===== config.mk =====
export PLATFORM = sky130hd
export DESIGN_NAME = osd_cmd_sequencer_flat
export DESIGN_NICKNAME = d
export VERILOG_FILES = /design/src/rtl/osd_seq_pkg.sv /design/src/rtl/osd_cmd_sequencer_if.sv /design/src/rtl/osd_seq_fifo.sv /design/src/rtl/osd_cmd_sequencer.sv /design/src/flat_wrapper.sv
export SDC_FILE = /design/constraint.sdc
export NUM_CORES = 1
export LEC_CHECK = 0
export ABC_AREA = 1
export CAP_MARGIN = 40
export CORE_ASPECT_RATIO = 2
export CORE_MARGIN = 1
export CORE_UTILIZATION = 39
export DETAILED_ROUTE_END_ITERATION = 10
export GPL_TIMING_DRIVEN = 0
export MAX_ROUTING_LAYER = met4
export SLEW_MARGIN = 0
export SYNTH_ARGS = -nofsm -noshare
export SYNTH_HDL_FRONTEND = slang
export SYNTH_SLANG_ARGS = --single-unit
export TNS_END_PERCENT = 100

===== constraint.sdc =====
create_clock -name clk_sys -period 2.45 [get_ports clk_sys]
set_input_delay 0.735 -clock clk_sys [delete_from_list [all_inputs] [get_ports clk_sys]]
set_output_delay 0.735 -clock clk_sys [all_outputs]
set_load 0.01 [all_outputs]

===== src/rtl/osd_seq_pkg.sv =====
`default_nettype none
// ============================================================================
//  Module      : osd_seq_pkg
//  Description : Shared types and constants for the OSD command sequencer:
//                FSM state encoding, OSD command nibbles, FIFO entry layout.
//  Revision    : 1.0 - initial release
// ============================================================================
package osd_seq_pkg;

    typedef enum logic [2:0] {
        ST_IDLE    = 3'd0,
        ST_SETUP   = 3'd1,
        ST_LOAD    = 3'd2,
        ST_HI      = 3'd3,
        ST_LO      = 3'd4,
        ST_RELEASE = 3'd5
    } seq_state_t;

    localparam logic [3:0] OSD_CMD_WRITE  = 4'h2;
    localparam logic [3:0] OSD_CMD_ENABLE = 4'h4;

    localparam int ENTRY_W = 17;

    typedef struct packed {
        logic        last;
        logic [15:0] data;
    } fifo_entry_t;

endpackage
`default_nettype wire


===== src/rtl/osd_cmd_sequencer_if.sv =====
`default_nettype none
// ============================================================================
//  Module      : osd_cmd_sequencer_if
//  Description : Host command stream (valid/ready with last-of-transaction).
//  Revision    : 1.0 - initial release
// ============================================================================
interface osd_cmd_sequencer_if;
    logic        cmd_valid;
    logic        cmd_ready;
    logic [15:0] cmd_data;
    logic        cmd_last;

    modport master (output cmd_valid, output cmd_data, output cmd_last, input cmd_ready);
    modport slave  (input cmd_valid, input cmd_data, input cmd_last, output cmd_ready);
endinterface
`default_nettype wire


===== src/rtl/osd_seq_fifo.sv =====
`default_nettype none
// ============================================================================
//  Module      : osd_seq_fifo
//  Description : Synchronous show-ahead FIFO; dout is the head entry whenever
//                empty is low. Push is ignored when full, pop when empty.
//  Revision    : 1.0 - initial release
// ============================================================================
module osd_seq_fifo
    import osd_seq_pkg::*;
#(
    parameter int DEPTH = 16
) (
    input  wire logic               clk_sys,
    input  wire logic               reset,
    input  wire logic               push,
    input  wire logic               pop,
    input  wire logic [ENTRY_W-1:0] din,
    output logic                    full,
    output logic                    empty,
    output logic [ENTRY_W-1:0]      dout
);
    localparam int AW = $clog2(DEPTH);

    logic [ENTRY_W-1:0] mem [DEPTH];
    logic [AW-1:0]      wr_ptr;
    logic [AW-1:0]      rd_ptr;
    logic [AW:0]        count;
    logic               do_push;
    logic               do_pop;

    assign full    = (count == (AW+1)'(DEPTH));
    assign empty   = (count == '0);
    assign do_push = push & ~full;
    assign do_pop  = pop & ~empty;
    assign dout    = mem[rd_ptr];

    // Storage array; contents need no reset because the pointers define validity.
    always_ff @(posedge clk_sys) begin
        if (do_push) begin
            mem[wr_ptr] <= din;
        end
    end

    // Pointers wrap naturally (DEPTH is a power of two); simultaneous push/pop keeps count.
    always_ff @(posedge clk_sys) begin
        if (reset) begin
            wr_ptr <= '0;
            rd_ptr <= '0;
            count  <= '0;
        end else begin
            if (do_push) wr_ptr <= wr_ptr + 1'b1;
            if (do_pop)  rd_ptr <= rd_ptr + 1'b1;
            case ({do_push, do_pop})
                2'b10:   count <= count + 1'b1;
                2'b01:   count <= count - 1'b1;
                default: count <= count;
            endcase
        end
    end
endmodule
`default_nettype wire


===== src/rtl/osd_cmd_sequencer.sv =====
`default_nettype none
// ============================================================================
//  Module      : osd_cmd_sequencer
//  Description : Buffers host command words and replays them on the OSD
//                io_osd / io_strobe / io_din bus with programmable timing.
//                Optional feature macro OSD_SEQ_SHADOW_EN adds osd_on, a
//                mirror of the OSD enable state.
//  Revision    : 1.0 - initial release
// ============================================================================
module osd_cmd_sequencer
    import osd_seq_pkg::*;
#(
    parameter int DEPTH     = 16,
    parameter int STB_CYC   = 2,
    parameter int SETUP_CYC = 2,
    parameter int GAP_CYC   = 4
) (
    input  wire logic          clk_sys,
    input  wire logic          reset,
    osd_cmd_sequencer_if.slave cmd,
    output logic               io_osd,
    output logic               io_strobe,
    output logic [15:0]        io_din,
    output logic               busy
`ifdef OSD_SEQ_SHADOW_EN
    ,
    output logic               osd_on
`endif
);
    localparam int CNT_BIG = (STB_CYC > SETUP_CYC) ? ((STB_CYC > GAP_CYC) ? STB_CYC : GAP_CYC)
                                                   : ((SETUP_CYC > GAP_CYC) ? SETUP_CYC : GAP_CYC);
    localparam int CNT_W = $clog2(CNT_BIG + 1);
    localparam logic [CNT_W-1:0] SETUP_LD = CNT_W'(SETUP_CYC - 1);
    localparam logic [CNT_W-1:0] STB_LD   = CNT_W'(STB_CYC - 1);
    localparam logic [CNT_W-1:0] GAP_LD   = CNT_W'(GAP_CYC - 1);

    seq_state_t         state, state_nx;
    logic [CNT_W-1:0]   cnt, cnt_nx;
    logic               osd_nx, stb_nx, lastq, lastq_nx;
    logic [15:0]        din_nx;
    logic               pop;
    logic               fifo_full, fifo_empty;
    logic [ENTRY_W-1:0] head_raw;
    fifo_entry_t        head;

    assign head          = fifo_entry_t'(head_raw);
    assign cmd.cmd_ready = ~fifo_full;
    assign busy          = (state != ST_IDLE) | ~fifo_empty;

    osd_seq_fifo #(.DEPTH(DEPTH)) u_fifo (
        .clk_sys (clk_sys),
        .reset   (reset),
        .push    (cmd.cmd_valid & ~fifo_full),
        .pop     (pop),
        .din     ({cmd.cmd_last, cmd.cmd_data}),
        .full    (fifo_full),
        .empty   (fifo_empty),
        .dout    (head_raw)
    );

    // State, shared down-counter and the registered OSD bus outputs.
    always_ff @(posedge clk_sys) begin
        if (reset) begin
            state     <= ST_IDLE;
            cnt       <= '0;
            io_osd    <= 1'b0;
            io_strobe <= 1'b0;
            io_din    <= '0;
            lastq     <= 1'b0;
        end else begin
            state     <= state_nx;
            cnt       <= cnt_nx;
            io_osd    <= osd_nx;
            io_strobe <= stb_nx;
            io_din    <= din_nx;
            lastq     <= lastq_nx;
        end
    end

    // Next-state and next-output decode; the counter saturates at zero so LO can stall.
    always_comb begin
        state_nx = state;
        cnt_nx   = (cnt != '0) ? cnt - 1'b1 : cnt;
        osd_nx   = io_osd;
        stb_nx   = io_strobe;
        din_nx   = io_din;
        lastq_nx = lastq;
        pop      = 1'b0;
        case (state)
            ST_IDLE: begin
                if (!fifo_empty) begin
                    state_nx = ST_SETUP;
                    osd_nx   = 1'b1;
                    cnt_nx   = SETUP_LD;
                end
            end
            ST_SETUP: begin
                if (cnt == '0) state_nx = ST_LOAD;
            end
            ST_LOAD: begin
                pop      = 1'b1;
                din_nx   = head.data;
                lastq_nx = head.last;
                stb_nx   = 1'b1;
                cnt_nx   = STB_LD;
                state_nx = ST_HI;
            end
            ST_HI: begin
                if (cnt == '0) begin
                    state_nx = ST_LO;
                    stb_nx   = 1'b0;
                    cnt_nx   = STB_LD;
                end
            end
            ST_LO: begin
                if (cnt == '0) begin
                    if (lastq) begin
                        state_nx = ST_RELEASE;
                        osd_nx   = 1'b0;
                        cnt_nx   = GAP_LD;
                    end else if (!fifo_empty) begin
                        state_nx = ST_LOAD;
                    end
                end
            end
            ST_RELEASE: begin
                // The gap has fully elapsed here, so a queued transaction reopens
                // the frame immediately and io_osd stays low exactly GAP_CYC cycles.
                if (cnt == '0) begin
                    if (!fifo_empty) begin
                        state_nx = ST_SETUP;
                        osd_nx   = 1'b1;
                        cnt_nx   = SETUP_LD;
                    end else begin
                        state_nx = ST_IDLE;
                    end
                end
            end
            default: state_nx = ST_IDLE;
        endcase
    end

`ifdef OSD_SEQ_SHADOW_EN
    logic       first_pend;
    logic [3:0] first_nib;
    logic       first_b0;

    // Capture the transaction's first word and commit the enable bit when the frame closes.
    always_ff @(posedge clk_sys) begin
        if (reset) begin
            first_pend <= 1'b0;
            first_nib  <= '0;
            first_b0   <= 1'b0;
            osd_on     <= 1'b0;
        end else begin
            if (state_nx == ST_SETUP && state != ST_SETUP) begin
                first_pend <= 1'b1;
            end
            if (state == ST_LOAD && first_pend) begin
                first_pend <= 1'b0;
                first_nib  <= head.data[7:4];
                first_b0   <= head.data[0];
            end
            if (state_nx == ST_RELEASE && state != ST_RELEASE && first_nib == OSD_CMD_ENABLE) begin
                osd_on <= first_b0;
            end
        end
    end
`endif
endmodule
`default_nettype wire


===== src/flat_wrapper.sv =====
// flat-port wrapper written by rule: the top's interface ports become plain ports
module osd_cmd_sequencer_flat import osd_seq_pkg::*;
#(
    parameter int DEPTH     = 16,
    parameter int STB_CYC   = 2,
    parameter int SETUP_CYC = 2,
    parameter int GAP_CYC   = 4
)
  (clk_sys, reset, io_osd, io_strobe, io_din, busy, cmd_cmd_valid, cmd_cmd_data, cmd_cmd_last, cmd_cmd_ready);
  osd_cmd_sequencer_if cmd_i ();
  input  wire logic clk_sys;
  input  wire logic reset;
  output logic io_osd;
  output logic io_strobe;
  output logic [15:0] io_din;
  output logic busy;
  input wire logic [$bits(cmd_i.cmd_valid)-1:0] cmd_cmd_valid;
  input wire logic [$bits(cmd_i.cmd_data)-1:0] cmd_cmd_data;
  input wire logic [$bits(cmd_i.cmd_last)-1:0] cmd_cmd_last;
  output wire logic [$bits(cmd_i.cmd_ready)-1:0] cmd_cmd_ready;
  assign cmd_i.cmd_valid = cmd_cmd_valid;
  assign cmd_i.cmd_data = cmd_cmd_data;
  assign cmd_i.cmd_last = cmd_cmd_last;
  assign cmd_cmd_ready = cmd_i.cmd_ready;
  osd_cmd_sequencer #(.DEPTH(DEPTH), .STB_CYC(STB_CYC), .SETUP_CYC(SETUP_CYC), .GAP_CYC(GAP_CYC)) u_core (.clk_sys(clk_sys), .reset(reset), .cmd(cmd_i), .io_osd(io_osd), .io_strobe(io_strobe), .io_din(io_din), .busy(busy));
endmodule

# Word-level counts from Yosys, hierarchy flattened
# Memory sizes are Yosys's and may differ from the RTL's. A register that Yosys moved wholly into a read port is not among the register bits.
# Cells that the tools add are included.
[totals]
memories = 1
ram_bits = 272
romBits = 0
latchBits = 0
out_inout_bits = 20
reg_bits = 21
[op_classes]
mul = 0
n_reduce_logical = 11
order_cmp = 0
eq_ne = 15
div_mod_pow = 0
n_addsub = 5
muxes = 27
n_shift = 0
bitwise = 6
[memory_table]
columns = ["memory", "depth", "word_bits", "read_ports", "rd_clocked_by_memory_dff", "write_ports", "line", "rtl"]
rows = [
  ["u_core.u_fifo.mem", 16, 17, 1, 1, 1, "osd_seq_fifo.sv:24", "logic [ENTRY_W-1:0] mem [DEPTH];"],
]
[op_table]
columns = ["operator", "n"]
rows = [
  ["3-bit 2-to-1 mux", 13],
  ["3-bit one-hot mux with 6 select lines", 1],
  ["3-bit one-hot mux with 5 select lines", 1],
  ["2-bit by 1-bit != test with 1-bit output (second input constant)", 5],
  ["5-bit one-hot mux with 2 select lines", 1],
  ["1-bit 2-to-1 mux", 9],
  ["3-bit nonzero test", 3],
  ["4-bit by 1-bit adder with 4-bit output (second input constant)", 2],
  ["3-bit by 2-bit equality test with 1-bit output (second input constant)", 2],
  ["3-bit equality test (second input constant)", 2],
  ["3-bit logical NOT", 2],
  ["6-bit AND reduction", 1],
  ["5-bit by 1-bit adder with 5-bit output (second input constant)", 1],
  ["5-bit equality test (second input constant)", 1],
  ["5-bit logical NOT", 1],
  ["5-bit by 1-bit subtractor with 5-bit output (second input constant)", 1],
  ["4-bit AND reduction", 1],
  ["2-bit nonzero test", 2],
  ["1-bit AND", 3],
  ["3-bit by 1-bit equality test with 1-bit output (second input constant)", 1],
  ["3-bit by 2-bit != test with 1-bit output (second input constant)", 1],
  ["1-bit one-hot mux with 3 select lines", 1],
  ["3-bit by 1-bit subtractor with 3-bit output (second input constant)", 1],
  ["2-bit by 1-bit equality test with 1-bit output (second input constant)", 1],
  ["other kinds (6)", 7],
]

# Longest topological paths before layout
[depth]
depth_word = 6
ltp_mapped = 16
mapped_depth_nobuf = 16

# Modules after synthesis
# A second synthesis with hierarchy kept.
[unflattened]
hier_cells = 1038
hier_area_um2 = 13195.2
[by_module_without_submodules]
columns = ["module", "cells_each", "seq_area_each_um2", "area_per_inst_um2", "n_inst"]
rows = [
  ["osd_seq_fifo", 855, 8508.2, 11975.2, 1],
  ["osd_cmd_sequencer", 183, 500.5, 1219.9, 1],
]

# Least setup slack after synthesis
# No wires, ideal clock.
[synth_timing]
path_type = "input port to flip-flop"
from = "input cmd_cmd_valid"
to = "memory u_core.u_fifo.mem[0][0], enable pin"
setup_slack_ps = 294
t_arrival_ps = 1766
setup_time_ps = 390
path_stages = 4
n_path_buf = 0
cell_sequence = "nand2_2 > inv_2 > nand2_1 > nor2_1"
[synth_via]
elab_chain_len = 4
[synth_lines]
columns = ["element", "line", "rtl"]
rows = [
  ["start: declaration", "flat_wrapper.sv:17", "input wire logic [$bits(cmd_i.cmd_valid)-1:0] cmd_cmd_valid;"],
  ["1-bit AND", "osd_cmd_sequencer.sv:53", ".push (cmd.cmd_valid & ~fifo_full),"],
  ["1-bit AND", "osd_seq_fifo.sv:33", "assign do_push = push & ~full;"],
  ["1-bit 2-to-1 mux", "osd_seq_fifo.sv:39", "if (do_push) begin"],
  ["1-bit 2-to-1 mux (implied by the code)", "osd_seq_fifo.sv:40", "mem[wr_ptr] <= din;"],
  ["end: declaration", "osd_seq_fifo.sv:24", ""],
]
# Every way passes these cells.

# Final worst setup path
[layout_timing]
from = "register u_core.u_fifo.count[1]"
to = "output busy"
[layout_via]
elab_chain_len = 3
[layout_lines]
columns = ["element", "line", "rtl"]
rows = [
  ["start: declaration", "osd_seq_fifo.sv:27", "logic [AW:0] count;"],
  ["start signal: assignment", "osd_seq_fifo.sv:54", "2'b10: count <= count + 1'b1;"],
  ["start signal: assignment", "osd_seq_fifo.sv:55", "2'b01: count <= count - 1'b1;"],
  ["start signal: assignment", "osd_seq_fifo.sv:56", "default: count <= count;"],
  ["5-bit logical NOT", "osd_seq_fifo.sv:32", "assign empty = (count == '0);"],
  ["1-bit NOT", "osd_cmd_sequencer.sv:48", "assign busy = (state != ST_IDLE) | ~fifo_empty;"],
  ["1-bit bitwise OR", "osd_cmd_sequencer.sv:48", ""],
  ["end: declaration", "flat_wrapper.sv:16", "output logic busy;"],
]
# Every way passes these cells.

==> results.json <==
{
  "outcome": "finished, final reports clean",
  "cp_max_fo": 3,
  "rr_startpoint": "u_core.u_fifo.count[1]",
  "async_flop_share_pct": 0,
  "grt_overflow": 0,
  "slew_viol_final": 0,
  "p_int_mw": 10.2,
  "drt-wirelength-per-cell_um": 21.0,
  "start_util_pct": 39.7,
  "power_frac_clock_pct": 31.7,
  "rsz0062_at_grt": "false",
  "fin_skew_ns": 0.0240,
  "vias_per_cell": 5.09,
  "start_kind": "flop",
  "period_share_pct": 96.6,
  "cp-startpoint": "u_core.u_fifo.count[1]",
  "seqPwrFrac_pct": 40.6,
  "clock-sinks": 310,
  "synth.distinct_cells": 32,
  "clk_path_buf_depth": 3,
  "cts_tree": "yes",
  "worstSkewPairLatency_ns": 0.57,
  "die-area_um2": 35600,
  "ios": 40,
  "arrival_ns": 1.63,
  "clk_pin_slew_ns": 0.07,
  "pwr_density_cell_nw_per_um2": 950,
  "dp_hpwl_mm": 28.2,
  "worstMarginPinSlew_ns": 0.972,
  "p_sw_mw": 4.95,
  "vias": 9609,
  "nNetsFinal": 1454,
  "portBuffers": 39,
  "vdd_drop_max_v": 0.000512,
  "crit_type": "reg -> out",
  "syn_to_final_growth_pct": 17.6,
  "track_usage_pct": 23.7,
  "drt-total-wl_mm": 39.7,
  "synthCells": 1334,
  "root_buffer": "clkbuf_16",
  "die_height_um": 266,
  "die_x_um": 134,
  "p_sw_share_pct": 32.6,
  "comb_power_share_pct": 27.7,
  "endpoint_kind": "output pin",
  "drtIter0Drc": 752,
  "grt_max_degree": 17,
  "dominantRegCellSynth": "edfxtp_1",
  "postCtsHoldBufs": 0,
  "total_power_mw": 15.2,
  "netlist_area_um2": 13600,
  "final_cell_mix": "nand2_1 (409), edfxtp_1 (272), nand3_1 (204)",
  "h-tree-depth": 1,
  "drv_cap": 0,
  "hp-start": "u_core.io_osd",
  "place_congestion": 0.907,
  "seq_area_frac_synth_pct": 65.8,
  "core_region_area_um2": 34200,
  "antenna_left": 0,
  "min_period_ns": 2.37,
  "antenna_found_initial": 0,
  "grt_pass1_wl_mm": 58.7,
  "row_count": 96,
  "grt_pass1_vias": 9452,
  "synth_seq_cells": 310,
  "total_leakage_power_nw": 6.56,
  "reg2reg_slack_ns": 0.19,
  "hp-class": "reg -> reg",
  "synth_edf_count": 272,
  "max_freq_mhz": 423,
  "dr.pass1.iters": 5,
  "report.final.setup_viol": 0,
  "synth_nets": 1364,
  "maxSlewHeadroom_pct": 35.0,
  "worstPathRequired_ns": 1.71,
  "final_common_cell": "nand2_1",
  "drcViolationCount": 0,
  "ys_warn_count": 0,
  "antennaDiodeCount": 0,
  "postSynthAreaPerCell_um2": 10.2,
  "drive_above_1_share_pct": 11.6,
  "cts_buffers": 28,
  "finalHoldViolCount": 0,
  "whs_ns": 0.485
}
==> layer usage <==
layer	routed length [um]	vias to the layer above	GRT usage [%]
met3	1670	131	2.28
li1	-	4543	-
met4	3210	0	17.9
met1	13600	4603	23.5
met2	21200	332	42.3
met5	0	-	-
==> flip-flops by register name (all words and copies together), names as in the netlist <==
name / count
u_core.u_fifo.count: 5
u_core.io_osd: 1
u_core.u_fifo.wr_ptr: 4
u_core.u_fifo.rd_ptr: 4
u_core.lastq: 1
u_core.cnt: 3
u_core.state: 3
u_core.u_fifo.mem: 272
u_core.io_strobe: 1
u_core.io_din: 16
==> timing repair <==
action | in CTS | in global routing
resized for setup | 14 | 2
gates cloned | 0 | 0
buffers inserted | 4 | 0
setup endpoints to repair | 3 | 2
pin swaps | 5 | 0
==> power groups by stage <==
stage,sequential (mW),combinational [mW],clock [mW]
2_1_floorplan,6.27,2.42,0
4_1_cts,6.16,4.20,4.88
3_5_place_dp,6.27,4.04,0
3_3_place_gp,6.26,3.96,0
5_1_grt,6.18,4.55,5.07
6_report,6.16,4.20,4.81
==> synth_stat cells (8+ instances only) <==
cell / number / area share [%]
dfxtp_1: 38 / 5.6
ha_1: 10 / 0.92
buf_2: 26 / 0.96
buf_6: 9 / 0.75
inv_1: 191 / 5.3
nor2_1: 42 / 1.2
nand3_1: 204 / 7.5
o211ai_2: 8 / 0.74
o21ai_0: 24 / 0.88
edfxtp_1: 272 / 60
clkbuf_1: 12 / 0.33
buf_4: 12 / 0.66
a21oi_1: 18 / 0.66
o21a_1: 17 / 0.94
nand2_1: 410 / 11
==> area by class of cell <==
class                   count  area [um2]
fillers                  3172       18300
plain buffers              63         393
well taps                 441         552
inverters                 199         749
clock inverters            22         280
flip-flops and latches    310        8930
multi-input cells         762        3590
clock buffers              30         729
repair buffers             60         733
==> per-stage QoR <==
stage / TNS (ns) / instances / area [um2] / worst slack, ns / util (%)
after CTS: 0 / 1887 / 15900 / 0.0482 / 46.6
after global routing: 0 / 1887 / 16000 / 0.00612 / 46.6
after global placement: -274.37 / 1814 / 14500 / -1.14 / 42.4
after floorplan: 0 / 1334 / 13600 / 0.294 / -
after detailed placement: -35.56 / 1831 / 14900 / -0.391 / 43.4
final: 0 / 1887 / 16000 / 0.0842 / 46.6
==> path summary, 6_finish.rpt <==
check | depth (start not counted) | to
worst min register to register | 2 | u_core.io_osd
worst min-delay path | 2 | u_core.io_osd
worst max-delay path | 5 | busy
worst max register to register | 7 | u_core.u_fifo.mem[10][2]
==> critical path, cell delays in order (launching register included) <==
cell and delay [ns]:
dfxtp_2 0.34, inv_1 0.12, nand4_4 0.16, nor2_4 0.13, inv_1 0.08, clkdlybuf4s15_1 0.23
==> cell families after synthesis <==
logic type	count (synthesis)	synth area share (%)
flops	310	65.8
xor+xnor	7	0.452
buf+inv	262	8.41
simple gates	673	21.0
fa+ha+maj	10	0.922
compound gates	72	3.47
Power figures use the tool's default switching activity.
